==> src/rtl/if_fetch_unit_if.sv <==
// Instruction-memory read bus between the fetch stage and instruction memory.
// A read is pending while imem_req is high; it completes on a cycle with imem_ready high.
interface if_fetch_unit_if;
  logic        imem_req;
  logic [31:0] imem_addr;
  logic [31:0] imem_rdata;
  logic        imem_ready;

  modport master (output imem_req, output imem_addr, input imem_rdata, input imem_ready);
  modport slave  (input imem_req, input imem_addr, output imem_rdata, output imem_ready);
endinterface

==> src/rtl/if_fetch_unit.sv <==
// Instruction-fetch stage: owns the PC, issues word reads over a req/ready bus, absorbs
// decode stalls, takes ID redirects and drains reads that a redirect has made stale.
module if_fetch_unit #(
  parameter logic [31:0] RESET_PC = 32'h0040_0000
) (
  input  logic                   clk,
  input  logic                   reset,
  input  logic                   stall_in,
  input  logic                   branch_taken,
  input  logic [31:0]            branch_target,
  input  logic                   jump,
  input  logic [31:0]            jump_target,
  if_fetch_unit_if.master        imem,
  output logic [31:0]            instruction_out,
  output logic [31:0]            pc_out,
  output logic [31:0]            pc_add_out,
  output logic                   valid_out
);

  typedef enum logic [1:0] {BOOT, FETCH, DRAIN} state_t;

  state_t      state;
  logic [31:0] pc;
  logic [31:0] drain_addr;
  logic        req_q;
  logic [31:0] addr_q;
  logic [31:0] instr_q;
  logic [31:0] pc_q;
  logic [31:0] pc_add_q;
  logic        valid_q;

  logic        redirect;
  logic [31:0] target;
  logic        room;
  logic        accept;
  logic [31:0] pc_inc;

  always_comb begin
    redirect    = branch_taken | jump;
    target      = branch_taken ? branch_target : jump_target;
    target[1:0] = 2'b00;
    room        = !valid_q | !stall_in;
    accept      = (state == FETCH) & imem.imem_ready & room & !redirect;
    pc_inc      = pc + 32'd4;
  end

  // req/addr are registered alongside the state so the bus holds steady while a read is pending.
  always_ff @(posedge clk or negedge reset) begin
    if (!reset) begin
      state      <= BOOT;
      pc         <= RESET_PC;
      drain_addr <= RESET_PC;
      req_q      <= 1'b0;
      addr_q     <= RESET_PC;
      instr_q    <= '0;
      pc_q       <= '0;
      pc_add_q   <= '0;
      valid_q    <= 1'b0;
    end else begin
      case (state)
        BOOT: begin
          state <= FETCH;
          req_q <= 1'b1;
          if (redirect) begin
            pc     <= target;
            addr_q <= target;
          end else begin
            addr_q <= pc;
          end
        end
        FETCH: begin
          if (imem.imem_ready && redirect) begin
            pc     <= target;
            addr_q <= target;
          end else if (!imem.imem_ready && redirect) begin
            // The pending read must still complete at its original address.
            drain_addr <= pc;
            pc         <= target;
            state      <= DRAIN;
          end else if (accept) begin
            pc     <= pc_inc;
            addr_q <= pc_inc;
          end
        end
        DRAIN: begin
          if (redirect) pc <= target;
          if (imem.imem_ready) begin
            state  <= FETCH;
            addr_q <= redirect ? target : pc;
          end
        end
        default: begin
          state  <= BOOT;
          req_q  <= 1'b0;
          addr_q <= pc;
        end
      endcase

      if (redirect) begin
        instr_q  <= '0;
        pc_q     <= '0;
        pc_add_q <= '0;
        valid_q  <= 1'b0;
      end else if (accept) begin
        instr_q  <= imem.imem_rdata;
        pc_q     <= pc;
        pc_add_q <= pc_inc;
        valid_q  <= 1'b1;
      end else if (!stall_in) begin
        instr_q  <= '0;
        pc_q     <= '0;
        pc_add_q <= '0;
        valid_q  <= 1'b0;
      end
    end
  end

  assign imem.imem_req   = req_q;
  assign imem.imem_addr  = addr_q;
  assign instruction_out = instr_q;
  assign pc_out          = pc_q;
  assign pc_add_out      = pc_add_q;
  assign valid_out       = valid_q;

endmodule

==> src/flat_wrapper.sv <==
// flat-port wrapper written by rule: the top's interface ports become plain ports
module if_fetch_unit_flat 
#(
  parameter logic [31:0] RESET_PC = 32'h0040_0000
)
  (clk, reset, stall_in, branch_taken, branch_target, jump, jump_target, instruction_out, pc_out, pc_add_out, valid_out, imem_imem_req, imem_imem_addr, imem_imem_rdata, imem_imem_ready);
  if_fetch_unit_if imem_i ();
  input  logic clk;
  input  logic reset;
  input  logic stall_in;
  input  logic branch_taken;
  input  logic [31:0] branch_target;
  input  logic jump;
  input  logic [31:0] jump_target;
  output logic [31:0] instruction_out;
  output logic [31:0] pc_out;
  output logic [31:0] pc_add_out;
  output logic valid_out;
  output wire logic [$bits(imem_i.imem_req)-1:0] imem_imem_req;
  output wire logic [$bits(imem_i.imem_addr)-1:0] imem_imem_addr;
  input wire logic [$bits(imem_i.imem_rdata)-1:0] imem_imem_rdata;
  input wire logic [$bits(imem_i.imem_ready)-1:0] imem_imem_ready;
  assign imem_imem_req = imem_i.imem_req;
  assign imem_imem_addr = imem_i.imem_addr;
  assign imem_i.imem_rdata = imem_imem_rdata;
  assign imem_i.imem_ready = imem_imem_ready;
  if_fetch_unit #(.RESET_PC(RESET_PC)) u_core (.clk(clk), .reset(reset), .stall_in(stall_in), .branch_taken(branch_taken), .branch_target(branch_target), .jump(jump), .jump_target(jump_target), .imem(imem_i), .instruction_out(instruction_out), .pc_out(pc_out), .pc_add_out(pc_add_out), .valid_out(valid_out));
endmodule
==> config.mk <==
export PLATFORM = sky130hd
export DESIGN_NAME = if_fetch_unit_flat
export DESIGN_NICKNAME = d
export VERILOG_FILES = /design/src/rtl/if_fetch_unit_if.sv /design/src/rtl/if_fetch_unit.sv /design/src/flat_wrapper.sv
export SDC_FILE = /design/constraint.sdc
export NUM_CORES = 1
export LEC_CHECK = 0
export CAP_MARGIN = 25
export CORE_UTILIZATION = 54
export CTS_BUF_LIST = sky130_fd_sc_hd__clkbuf_8
export DETAILED_ROUTE_END_ITERATION = 10
export PLACE_DENSITY = 0.88
export SYNTH_ARGS = -nofsm -noshare
export SYNTH_HDL_FRONTEND = slang
export SYNTH_SLANG_ARGS = --single-unit
==> constraint.sdc <==
create_clock -name clk -period 7.4 [get_ports clk]
set_input_delay 1.48 -clock clk [delete_from_list [all_inputs] [get_ports clk]]
set_output_delay 1.48 -clock clk [all_outputs]
set_load 0.02 [all_outputs]
* After elaboration in Yosys (flattened, before gate mapping)
Cells that the tools add are included.
** Operators by class
- Add/sub/neg operators :: 1
- Equal/unequal tests :: 9
- Muxes and demuxes :: 25
- Bitwise operators :: 5
- Reductions and logical operators :: 13
** Operator list (count)
- two-way mux 32 bit :: 15
- case mux 32 bit (3 select lines) :: 1
- case mux 32 bit (2 select lines) :: 1
- adder 32 x 3 -> 32 bit (second input constant) :: 1
- two-way mux 2 bit :: 3
- inequality test 2 bit (second input constant) :: 3
- case mux 2 bit (3 select lines) :: 1
- AND reduction 3 bit :: 2
- zero test 1 bit :: 4
- inequality test 4 x 3 -> 1 bit (second input constant) :: 1
- OR reduction 2 bit :: 2
- bitwise AND 1 bit :: 3
- two-way mux 1 bit :: 3
- inequality test 3 x 1 -> 1 bit (second input constant) :: 1
- inequality test 3 x 2 -> 1 bit (second input constant) :: 1
- inequality test 3 bit (second input constant) :: 1
- == test 2 x 1 -> 1 bit (second input constant) :: 1
- == test 2 bit (second input constant) :: 1
- logical AND 1 bit :: 2
- zero test 2 bit :: 1
- bitwise OR 1 bit :: 2
- case mux 1 bit (2 select lines) :: 1
- AND reduction 2 bit :: 1
- nonzero test 2 bit :: 1
** Word-level totals
- Flip-flop bits (word level) :: 164
- Input port bits :: 102

* Logic depth before layout (Yosys ltp)
Gate-level depths: netlist of run 1.
- Depth in word-level cells :: 8
- Gate-level depth with buffers :: 10
- Mapped depth without buffers :: 7

* Worst setup path after synthesis of run 1
Ideal clock, no wire load.
- Path kind :: input-to-reg
- Start point :: in jump
- End point :: reg u_core.pc[21]
- Setup time :: 0.119 ns
- Arrival time :: 3.026 ns
- Required time :: 7.281 ns
- Path slack :: 4.256 ns
- Stages :: 7
- Buffers on the path :: 3
- Path through :: clkbuf_1 -> or4_1 -> clkbuf_1 -> a211o_1 -> clkbuf_1 -> o21a_1 -> o21a_1
** On the way
- Cells in the longest elaborated chain, start to end :: 5
- Elaborated cells between the ends (all ways) :: 11
- Classes of those cells :: eq/ne (1); mux (4); bitwise (2); reduce/logical (4)
** RTL lines
- from (decl) :: RTL line flat_wrapper.sv:13 : input logic jump;
- bitwise OR 1 bit (*) :: RTL line if_fetch_unit.sv:39 : redirect = branch_taken | jump;
- zero test 1 bit / logical AND 1 bit (equally long branches) :: RTL line if_fetch_unit.sv:43, if_fetch_unit.sv:75
- bitwise AND 1 bit / two-way mux 32 bit (equally long branches) :: RTL line if_fetch_unit.sv:43, if_fetch_unit.sv:75
- inequality test 4 x 3 -> 1 bit (no source line) / two-way mux 32 bit (equally long branches)
- AND reduction 2 bit (no source line) / case mux 32 bit (2 select lines) (equally long branches)
- to (signal assigned) :: RTL line if_fetch_unit.sv:65 : pc <= target;
- to (signal assigned) :: RTL line if_fetch_unit.sv:73 : pc <= target;
- to (signal assigned) :: RTL line if_fetch_unit.sv:78 : pc <= target;
- to (decl) :: RTL line if_fetch_unit.sv:23 : logic [31:0] pc;
Mark *: on every way between the ends. The rest lies on a longest branch, timed or not.
A chain may end at the register's enable or synchronous reset.

* Worst setup path in the final report of run 1
- Start point :: in jump
- End point :: reg u_core.pc[20]
Same word-level chain as after synthesis.

==> results.txt, run 1 <==
DIE AREA - 0.0164 mm^2
post-cts gate resize count - 0
final design utilization - 74.0%
buffer type at the clock tree root - sky130_fd_sc_hd__clkbuf_8
via count of the first global-routing pass - 7958
antenna violations before repair - 0
EDFF count, synth - 0
CTS max path bufs - 2
most used flip-flop cell after synthesis - sky130_fd_sc_hd__dfrtp_1
slew at the pin closest to its max-slew limit - 1.04 ns
number of placement rows - 45
Synth Cell Area - 0.00858 mm^2
launching element type of the critical path - input port
minimum hold slack - 0.485 ns
most common cell after layout, fill and taps aside - sky130_fd_sc_hd__clkdlybuf4s50_1
WL final - 28000 um
Critical Path RT - 7.73 ns
#FFs+latches synth - 162
aggregate negative setup slack - 0 ns
simple-gate area share of the yosys netlist - 15.5%
relative slew slack - 30.4%
CTS buffer count - 17
maximum number of pins on one net before global-route repair - 95
Top delay family on crit path - compound AO/OA/AOI/OAI gates
Top Ports - 232
critical path capture point type - flip-flop
fin crit share - 52.8%
cell area power density - 340 mW/mm^2
FFs w/ async S/R, synth - 100%
Floorplan Core Area - 0.0154 mm^2
mux cell area share after synthesis - 2.76%
number of cells produced by synthesis - 895
biggest fanout along the worst timing path - 27
start point of the worst min-delay path - u_core.pc_add_out[21]
internal reg-to-reg setup slack - 4.14 ns
overall via count from detail_route - 8368
number of DRC markers in iteration 0 - 988
CP peak stage delay - 0.77 ns
Overall Global Routing Usage - 34.7%
Finish-stage setup viols - 0
via/cell ratio - 6.50
Final Hold Vio Count - 0
total chip power - 3.87 mW
maximum clock rate - 0.256 GHz
unrepaired setup endpoints after global routing - false
Hold Path End - u_core.pc_add_out[21]
post-place setup slack - 2.92 ns
setup bufs post-CTS - 0
floorplan die width - 128 um
fraction of layout instances using a drive strength above 1 - 8.74%
wire length of the first global-routing pass - 43300 um
number of unique standard cell types used by synthesis - 79
startpoint of the lowest-slack register-to-register path - u_core.state[0]
largest family of logic cells by synthesized area - compound AO/OA/AOI/OAI gates
number of port buffers - 227
fraction of the mapped netlist area in compound gates - 25.9%
synthesized-area fraction occupied by adder cells - 0.875%
reported leakage power - 4.71 nW
class of the most critical hold timing path - flip-flop to flip-flop
status - finished clean
instance count along the most critical hold path - 2
antenna-violating nets left - 0
leftover overflow at the end of global routing - 0
proportion of synthesized chip area in sequential cells - 47.3%
clock latency of the later-clocked register in the worst-skew pair - 0.46 ns
clock edge transition at the registers on the reported setup and hold paths - 0.08 ns
count of warnings emitted by yosys - 0
diode insertion count for antenna repair - 0
Clock Sink Count - 162
standard cell with the maximum stage delay on the critical path - sky130_fd_sc_hd__a31oi_1
starting density of the core - 55.8%
max capacitance violation total - 0
overall die height - 128 um
reg-to-reg critical path endpoint - u_core.pc[20]
R2R cell count - 8
Crit path buffers/inverters - 3
data arrival time of the critical path - 4.24 ns
final layout net count - 1174
post-synthesis net count - 1003
xor and xnor area share after synthesis - 2.35%
remaining design rule violation count - 0
last weighted congestion value of the routability-driven placer - 0.957
final worst slack - 3.49 ns
highest ir drop seen on vdd - 0.173 mV
TritonCTS clock tree - done
max-slew violation count - 0
CP cell instances - clkdlybuf4s50_1, buf_4, or2_2, o21ai_2, buf_8, a31oi_1, o21ai_0, o2bb2ai_1
H-tree levels - 4
kind of critical path - input port to flip-flop
Area Growth Syn to Fin - 32.5%
average instance area after synthesis - 9.59 um^2
commonest cells after routing, fill and taps aside - sky130_fd_sc_hd__clkdlybuf4s50_1 (225), sky130_fd_sc_hd__dfrtp_1 (160), sky130_fd_sc_hd__nand2_1 (96), sky130_fd_sc_hd__o21ai_0 (75), sky130_fd_sc_hd__a22o_1 (70)
routed length per instance - 21.7 um
First-pass DRT Iterations - 6
min cycle time layout - 3.91 ns
detailed-placement wirelength estimate - 18900 um
CTS Hold Buffers Added - 0
number of cells on the critical path - 8
Clock Skew - 0.0136 ns
where the power goes:
group	total [mW]	internal, mW	switching, mW
logic	1.70	0.683	1.01
registers	1.38	1.09	0.295
clock network	0.794	0.472	0.321
metal layers:
metal  part of all wire, %  vias up  GRT usage [%]
met5                     0        -              0
met1                    38     4009           44.7
met3                    12       96           8.60
li1                      -     3647              -
met4                   3.9        0           14.2
met2                    46      616           56.2
cells by family (layout without fill, tap and decap cells):
group / count (synthesis) / after routing
AOI/OAI and AO/OA: 315 / 315
and+or+nand+nor: 261 / 261
DFF: 162 / 162
buffers and inverters: 106 / 287
xor gates and xnor gates: 23 / 23
muxes: 22 / 22
adders and majority gates: 6 / 6
flip-flops by register name, indices dropped and copies added, names as in the netlist:
register / count
u_core.pc_add_out: 32
u_core.valid_out: 1
u_core.state: 2
u_core.imem.imem_req: 1
u_core.pc: 32
u_core.imem.imem_addr: 32
u_core.instruction_out: 32
u_core.pc_out: 30
cell usage after synthesis, drive strengths merged (9+ instances only):
cell	instances	area, um^2
dfrtp	160	4000
nand2	96	360
o21ai	78	394
a22o	70	613
clkbuf	54	204
nor2	52	195
a21oi	50	254
buf	37	205
nand3	23	120
nor3	17	111
inv	15	56.3
nor4	15	113
o22ai	15	93.8
xnor2	15	131
a31oi	13	81.3
mux2	13	146
nand4	13	103
a211o	10	87.6
a221oi	10	87.6
or3	10	67.6
mux2i	9	90.1
final cells by class:
class / count / area [um^2]
Multi-Input combinational cell: 627 / 4080
Sequential cell: 162 / 4060
Fill cell: 1146 / 4000
Timing Repair Buffer: 243 / 2440
Tap cell: 211 / 264
Clock buffer: 18 / 248
Clock inverter: 11 / 236
Inverter: 15 / 56.3
worst min-delay path, delay by kind of cell, from the launching register on:
kind             cells  cell delay (ns)
AO/OA/AOI/OAI        1             0.06
flip-flops           1             0.35
AND/OR/NAND/NOR      1             0.04
through the flow:
step                cell area, um^2  instances
CTS                           11300       1284
global route                  11400       1287
floorplan                      8580        895
global placement              10800       1255
finish                        11400       1287
detailed placement            10800       1255
worst max path at each step:
stage                     startpoint            end  slack [ns]
final                           jump  u_core.pc[20]        3.49
after global routing            jump  u_core.pc[24]        3.39
after CTS                       jump  u_core.pc[20]        3.42
after detailed placement        jump  u_core.pc[16]        2.92
after global placement          jump  u_core.pc[21]        2.98
after floorplan                 jump  u_core.pc[21]        4.26
Note: power is estimated with default switching activity, not from simulation.
==> inputs of run 2 (changes only) <==
--- a/config.mk
+++ b/config.mk
@@ -6,10 +6,10 @@
 export NUM_CORES = 1
 export LEC_CHECK = 0
 export CAP_MARGIN = 25
-export CORE_UTILIZATION = 54
+export CORE_UTILIZATION = 46
 export CTS_BUF_LIST = sky130_fd_sc_hd__clkbuf_8
 export DETAILED_ROUTE_END_ITERATION = 10
-export PLACE_DENSITY = 0.88
+export PLACE_DENSITY = 0.8
 export SYNTH_ARGS = -nofsm -noshare
 export SYNTH_HDL_FRONTEND = slang
 export SYNTH_SLANG_ARGS = --single-unit
==> constraint.sdc (replaced) <==
create_clock -name clk -period 3.5 [get_ports clk]
set_input_delay 0.7 -clock clk [delete_from_list [all_inputs] [get_ports clk]]
set_output_delay 0.7 -clock clk [all_outputs]
set_load 0.02 [all_outputs]
==> results.txt, run 2 (synthesis results as in run 1) <==
Top Ports - 232
final design utilization - 63.5%
startpoint of the lowest-slack register-to-register path - u_core.pc[2]
area occupied by multi-input gates - 0.00408 mm^2
worst setup path end - u_core.pc[31]
fraction of layout instances using a drive strength above 1 - 10.8%
via/cell ratio - 6.24
reported leakage power - 4.79 nW
number of DRC markers in iteration 0 - 1007
failing checks - design-rule violations
maximum number of pins on one net before global-route repair - 87
data arrival time of the critical path - 3.14 ns
layer with the highest usage - met2
minimum hold slack - 0.291 ns
TritonCTS clock tree - done
Critical Path RT - 3.92 ns
fin crit share - 77.8%
class of the most critical hold timing path - input port to async pin
critical path capture point type - flip-flop
launching element type of the critical path - input port
status - complete, but fails checks
Cell Count Post-Placement - 1299
DIE AREA - 0.0192 mm^2
maximum clock rate - 0.367 GHz
overall die height - 139 um
buffer type at the clock tree root - sky130_fd_sc_hd__clkbuf_8
Finish-stage setup viols - 0
Clock Skew - 0.0119 ns
max capacitance violation total - 0
internal reg-to-reg setup slack - 0.79 ns
post-cts gate resize count - 0
H-tree levels - 4
starting density of the core - 47.3%
WL final - 28500 um
most common cell after layout, fill and taps aside - sky130_fd_sc_hd__clkdlybuf4s50_1
overall via count from detail_route - 8300
clock latency of the later-clocked register in the worst-skew pair - 0.48 ns
number of placement rows - 49
antenna violations before repair - 0
CP peak stage delay - 0.72 ns
detailed-placement wirelength estimate - 20300 um
Clock Sink Count - 162
sequential cell area in the final layout - 0.00406 mm^2
Final Hold Vio Count - 0
final worst slack - 0.777 ns
via count of the first global-routing pass - 8302
CTS max path bufs - 2
First-pass DRT Iterations - 9
number of port buffers - 227
CTS buffer count - 17
CP cell instances - clkdlybuf4s50_1, or4_1, a211o_1, or3_1, nand3_1
CTS Hold Buffers Added - 0
relative slew slack - 42.1%
max-slew violation count - 0
floorplan die width - 139 um
unrepaired setup endpoints after global routing - false
Filler cells - 1518
leftover overflow at the end of global routing - 0
M2 GR Usage - 47.2%
post-place setup slack - 0.367 ns
setup bufs post-CTS - 0
standard cell with the maximum stage delay on the critical path - sky130_fd_sc_hd__or4_1
biggest fanout along the worst timing path - 14
remaining design rule violation count - 15
slew at the pin closest to its max-slew limit - 0.862 ns
Floorplan Core Area - 0.0181 mm^2
reg-to-reg critical path endpoint - u_core.pc_add_out[28]
highest ir drop seen on vdd - 0.389 mV
fraction of met1 tracks used by global routing - 40.6%
Area Growth Syn to Fin - 34.3%
R2R cell count - 6
origin of the worst setup path - jump
Overall Global Routing Usage - 30.5%
wire length of the first global-routing pass - 45700 um
diode insertion count for antenna repair - 0
commonest cells after routing, fill and taps aside - sky130_fd_sc_hd__clkdlybuf4s50_1 (225), sky130_fd_sc_hd__dfrtp_1 (160), sky130_fd_sc_hd__nand2_1 (96), sky130_fd_sc_hd__o21ai_0 (75), sky130_fd_sc_hd__a22o_1 (70)
last weighted congestion value of the routability-driven placer - 0.920
kind of critical path - input port to flip-flop
aggregate negative setup slack - 0 ns
min cycle time layout - 2.72 ns
cell area power density - 705 mW/mm^2
global routing met3 resource utilization - 7.15%
Final Non-Filler Cells - 1331
final layout net count - 1197
clock edge transition at the registers on the reported setup and hold paths - 0.08 ns
antenna-violating nets left - 0
routed length per instance - 21.4 um
## run 2: layout make-up
cell class	instances	area share (%)
multi-input combinational	627	35.4
sequential	162	35.2
timing repair buffer	266	22.7
tap	229	2.49
clock buffer	17	2.03
clock inverter	15	1.79
inverter	15	0.488
## run 2: power breakdown
group          internal (mW)  leakage, nW  switching [mW]
Clock                  0.787        0.222           0.762
Sequential              2.30         2.13           0.638
Combinational           1.53         2.44            2.12
## run 2: critical path: cells and delay by family
kind	cells	cell delay, ns
AOI/OAI and AO/OA	1	0.56
buffers and inverters	1	0.65
and+or+nand+nor	3	1.22
## run 2: routing by layer
metal	wire [um]	up-vias
met5	0	-
met4	1100	0
met3	2630	89
met2	13100	501
met1	11700	4003
li1	-	3707
## run 2: metrics by stage
| stage | power, mW | cell area, um^2 |
|---|---|---|
| finish | 8.13 | 11500 |
| global route | 8.53 | 11500 |
| CTS | 8.06 | 11500 |
| detailed placement | 6.49 | 11100 |
| global placement | 6.41 | 11100 |
| floorplan | 5.02 | 8580 |
## run 2: how the worst min path moves through the flow
stage,start,endpoint,depth (start not counted)
4_1_cts,reset,u_core.pc_out[13],1
5_1_grt,reset,u_core.pc_out[7],1
2_1_floorplan,reset,u_core.imem.imem_addr[0],0
6_report,reset,u_core.pc_out[7],1
3_5_place_dp,u_core.imem.imem_addr[2],u_core.imem.imem_addr[2],2
3_3_place_gp,u_core.pc_add_out[6],u_core.pc_add_out[6],2
==> inputs of run 3 (changes only) <==
==> constraint.sdc (replaced) <==
create_clock -name clk -period 2.35 [get_ports clk]
set_input_delay 0.47 -clock clk [delete_from_list [all_inputs] [get_ports clk]]
set_output_delay 0.47 -clock clk [all_outputs]
set_load 0.02 [all_outputs]
==> results.txt, run 3 (synthesis results as in run 1) <==
remaining design rule violation count - 15
unrepaired setup endpoints after global routing - false
CTS buffer count - 17
internal reg-to-reg setup slack - 0.09 ns
number of placement rows - 49
overall die height - 139 um
DIE AREA - 0.0192 mm^2
number of DRC markers in iteration 0 - 1123
critical path capture point type - flip-flop
floorplan die width - 139 um
data arrival time of the critical path - 2.63 ns
CP cell instances - ha_1, nand2_1, or3_1, nor3_4, a21oi_1, a211o_1
final layout net count - 1267
number of port buffers - 227
max-slew violation count - 0
Final Hold Vio Count - 0
maximum number of pins on one net before global-route repair - 62
standard cell with the maximum stage delay on the critical path - sky130_fd_sc_hd__or3_1
TritonCTS clock tree - done
wire length of the first global-routing pass - 45700 um
kind of critical path - flip-flop to flip-flop
via/cell ratio - 6.10
via count of the first global-routing pass - 8309
setup bufs post-CTS - 0
min cycle time layout - 2.26 ns
Post-Place Cell Area - 0.0117 mm^2
Critical Path RT - 2.72 ns
Clock Sink Count - 162
fraction of layout instances using a drive strength above 1 - 16.5%
H-tree levels - 4
class of the most critical hold timing path - flip-flop to flip-flop
last weighted congestion value of the routability-driven placer - 0.994
CP peak stage delay - 0.47 ns
relative slew slack - 57.9%
launching element type of the critical path - flip-flop
most common cell after layout, fill and taps aside - sky130_fd_sc_hd__clkdlybuf4s50_1
reported leakage power - 5.15 nW
commonest cells after routing, fill and taps aside - sky130_fd_sc_hd__clkdlybuf4s50_1 (225), sky130_fd_sc_hd__dfrtp_1 (159), sky130_fd_sc_hd__buf_4 (97), sky130_fd_sc_hd__nand2_1 (96), sky130_fd_sc_hd__o21ai_0 (75)
overall via count from detail_route - 8549
Top delay family on crit path - simple AND/OR/NAND/NOR gates
Final Instance Area - 0.0121 mm^2
cell area power density - 1040 mW/mm^2
antenna-violating nets left - 0
Crit path buffers/inverters - 0
biggest fanout along the worst timing path - 8
routed length per instance - 20.7 um
CTS max path bufs - 2
Finish-stage setup viols - 0
fin crit share - 96.3%
leftover overflow at the end of global routing - 0
Floorplan Core Area - 0.0181 mm^2
Overall Global Routing Usage - 30.5%
slew at the pin closest to its max-slew limit - 0.627 ns
highest ir drop seen on vdd - 0.643 mV
Area Growth Syn to Fin - 41.4%
total chip power - 12.7 mW
Top Ports - 232
diode insertion count for antenna repair - 0
maximum clock rate - 0.442 GHz
failing checks - design-rule violations
status - complete, but fails checks
starting density of the core - 47.3%
First-pass DRT Iterations - 8
WL final - 29000 um
clock edge transition at the registers on the reported setup and hold paths - 0.09 ns
detailed-placement wirelength estimate - 21400 um
max capacitance violation total - 0
Clock Skew - 0.0119 ns
buffer type at the clock tree root - sky130_fd_sc_hd__clkbuf_8
clock latency of the later-clocked register in the worst-skew pair - 0.48 ns
Filler cells - 1434
antenna violations before repair - 0
-- run 3: worst paths after layout --
kind / from / to / cells after the start
max reg2reg: u_core.pc[3] / u_core.pc_add_out[30] / 6
max: u_core.pc[3] / u_core.pc_add_out[30] / 6
max in group asynchronous: reset / u_core.instruction_out[10] / 3
min reg2reg: u_core.pc_add_out[18] / u_core.pc_add_out[18] / 2
min in group asynchronous: reset / u_core.pc[12] / 2
min: u_core.pc_add_out[18] / u_core.pc_add_out[18] / 2
-- run 3: what timing repair did --
item / CTS / global route
endpoints found under the hold margin: 49 / 0
gates resized for setup: 0 / 3
hold buffers: 1 / 0
endpoints found under the setup margin: 0 / 2
-- run 3: per-layer routing --
| metal | track usage (%) | routed length, um |
|---|---|---|
| met5 | 0 | 0 |
| met4 | 12.0 | 843 |
| met3 | 6.08 | 2760 |
| met2 | 49.1 | 13600 |
| met1 | 40.6 | 11800 |
-- run 3: stage by stage --
step / hold slack (ns) / cells / setup slack (ns) / utilization, % / setup TNS (ns)
4_1_cts: 0.489 / 1401 / 0.0931 / 66.8 / 0
5_1_grt: 0.514 / 1401 / 0.00479 / 66.9 / 0
3_3_place_gp: 0.463 / 1368 / -0.130 / 64.4 / -1.80
2_1_floorplan: 0.174 / 895 / 0.0326 / - / 0
3_5_place_dp: 0.468 / 1368 / -0.176 / 64.4 / -4.74
6_report: 0.482 / 1401 / 0.0869 / 66.9 / 0
-- run 3: worst register-to-register path: cells and delay by family (launching register included) --
family	cells	cell delay (ns)
AND/OR/NAND/NOR	3	1.02
AO/OA/AOI/OAI	2	0.47
flip-flops	1	0.38
adder cells (fa/ha/maj)	1	0.28
-- run 3: layout make-up --
class | count | area, um^2 | share of cell area [%]
repair buffers | 336 | 3230 | 26.6
well taps | 229 | 287 | 2.36
inverters | 15 | 56.3 | 0.464
multi-input cells | 627 | 4080 | 33.6
flip-flops and latches | 162 | 4060 | 33.4
clock inverters | 15 | 195 | 1.61
clock buffers | 17 | 234 | 1.93
-- run 3: power breakdown --
part	total, mW	switching, mW	internal (mW)
logic	6.35	3.61	2.75
registers	4.07	0.640	3.43
clock network	2.25	1.16	1.08
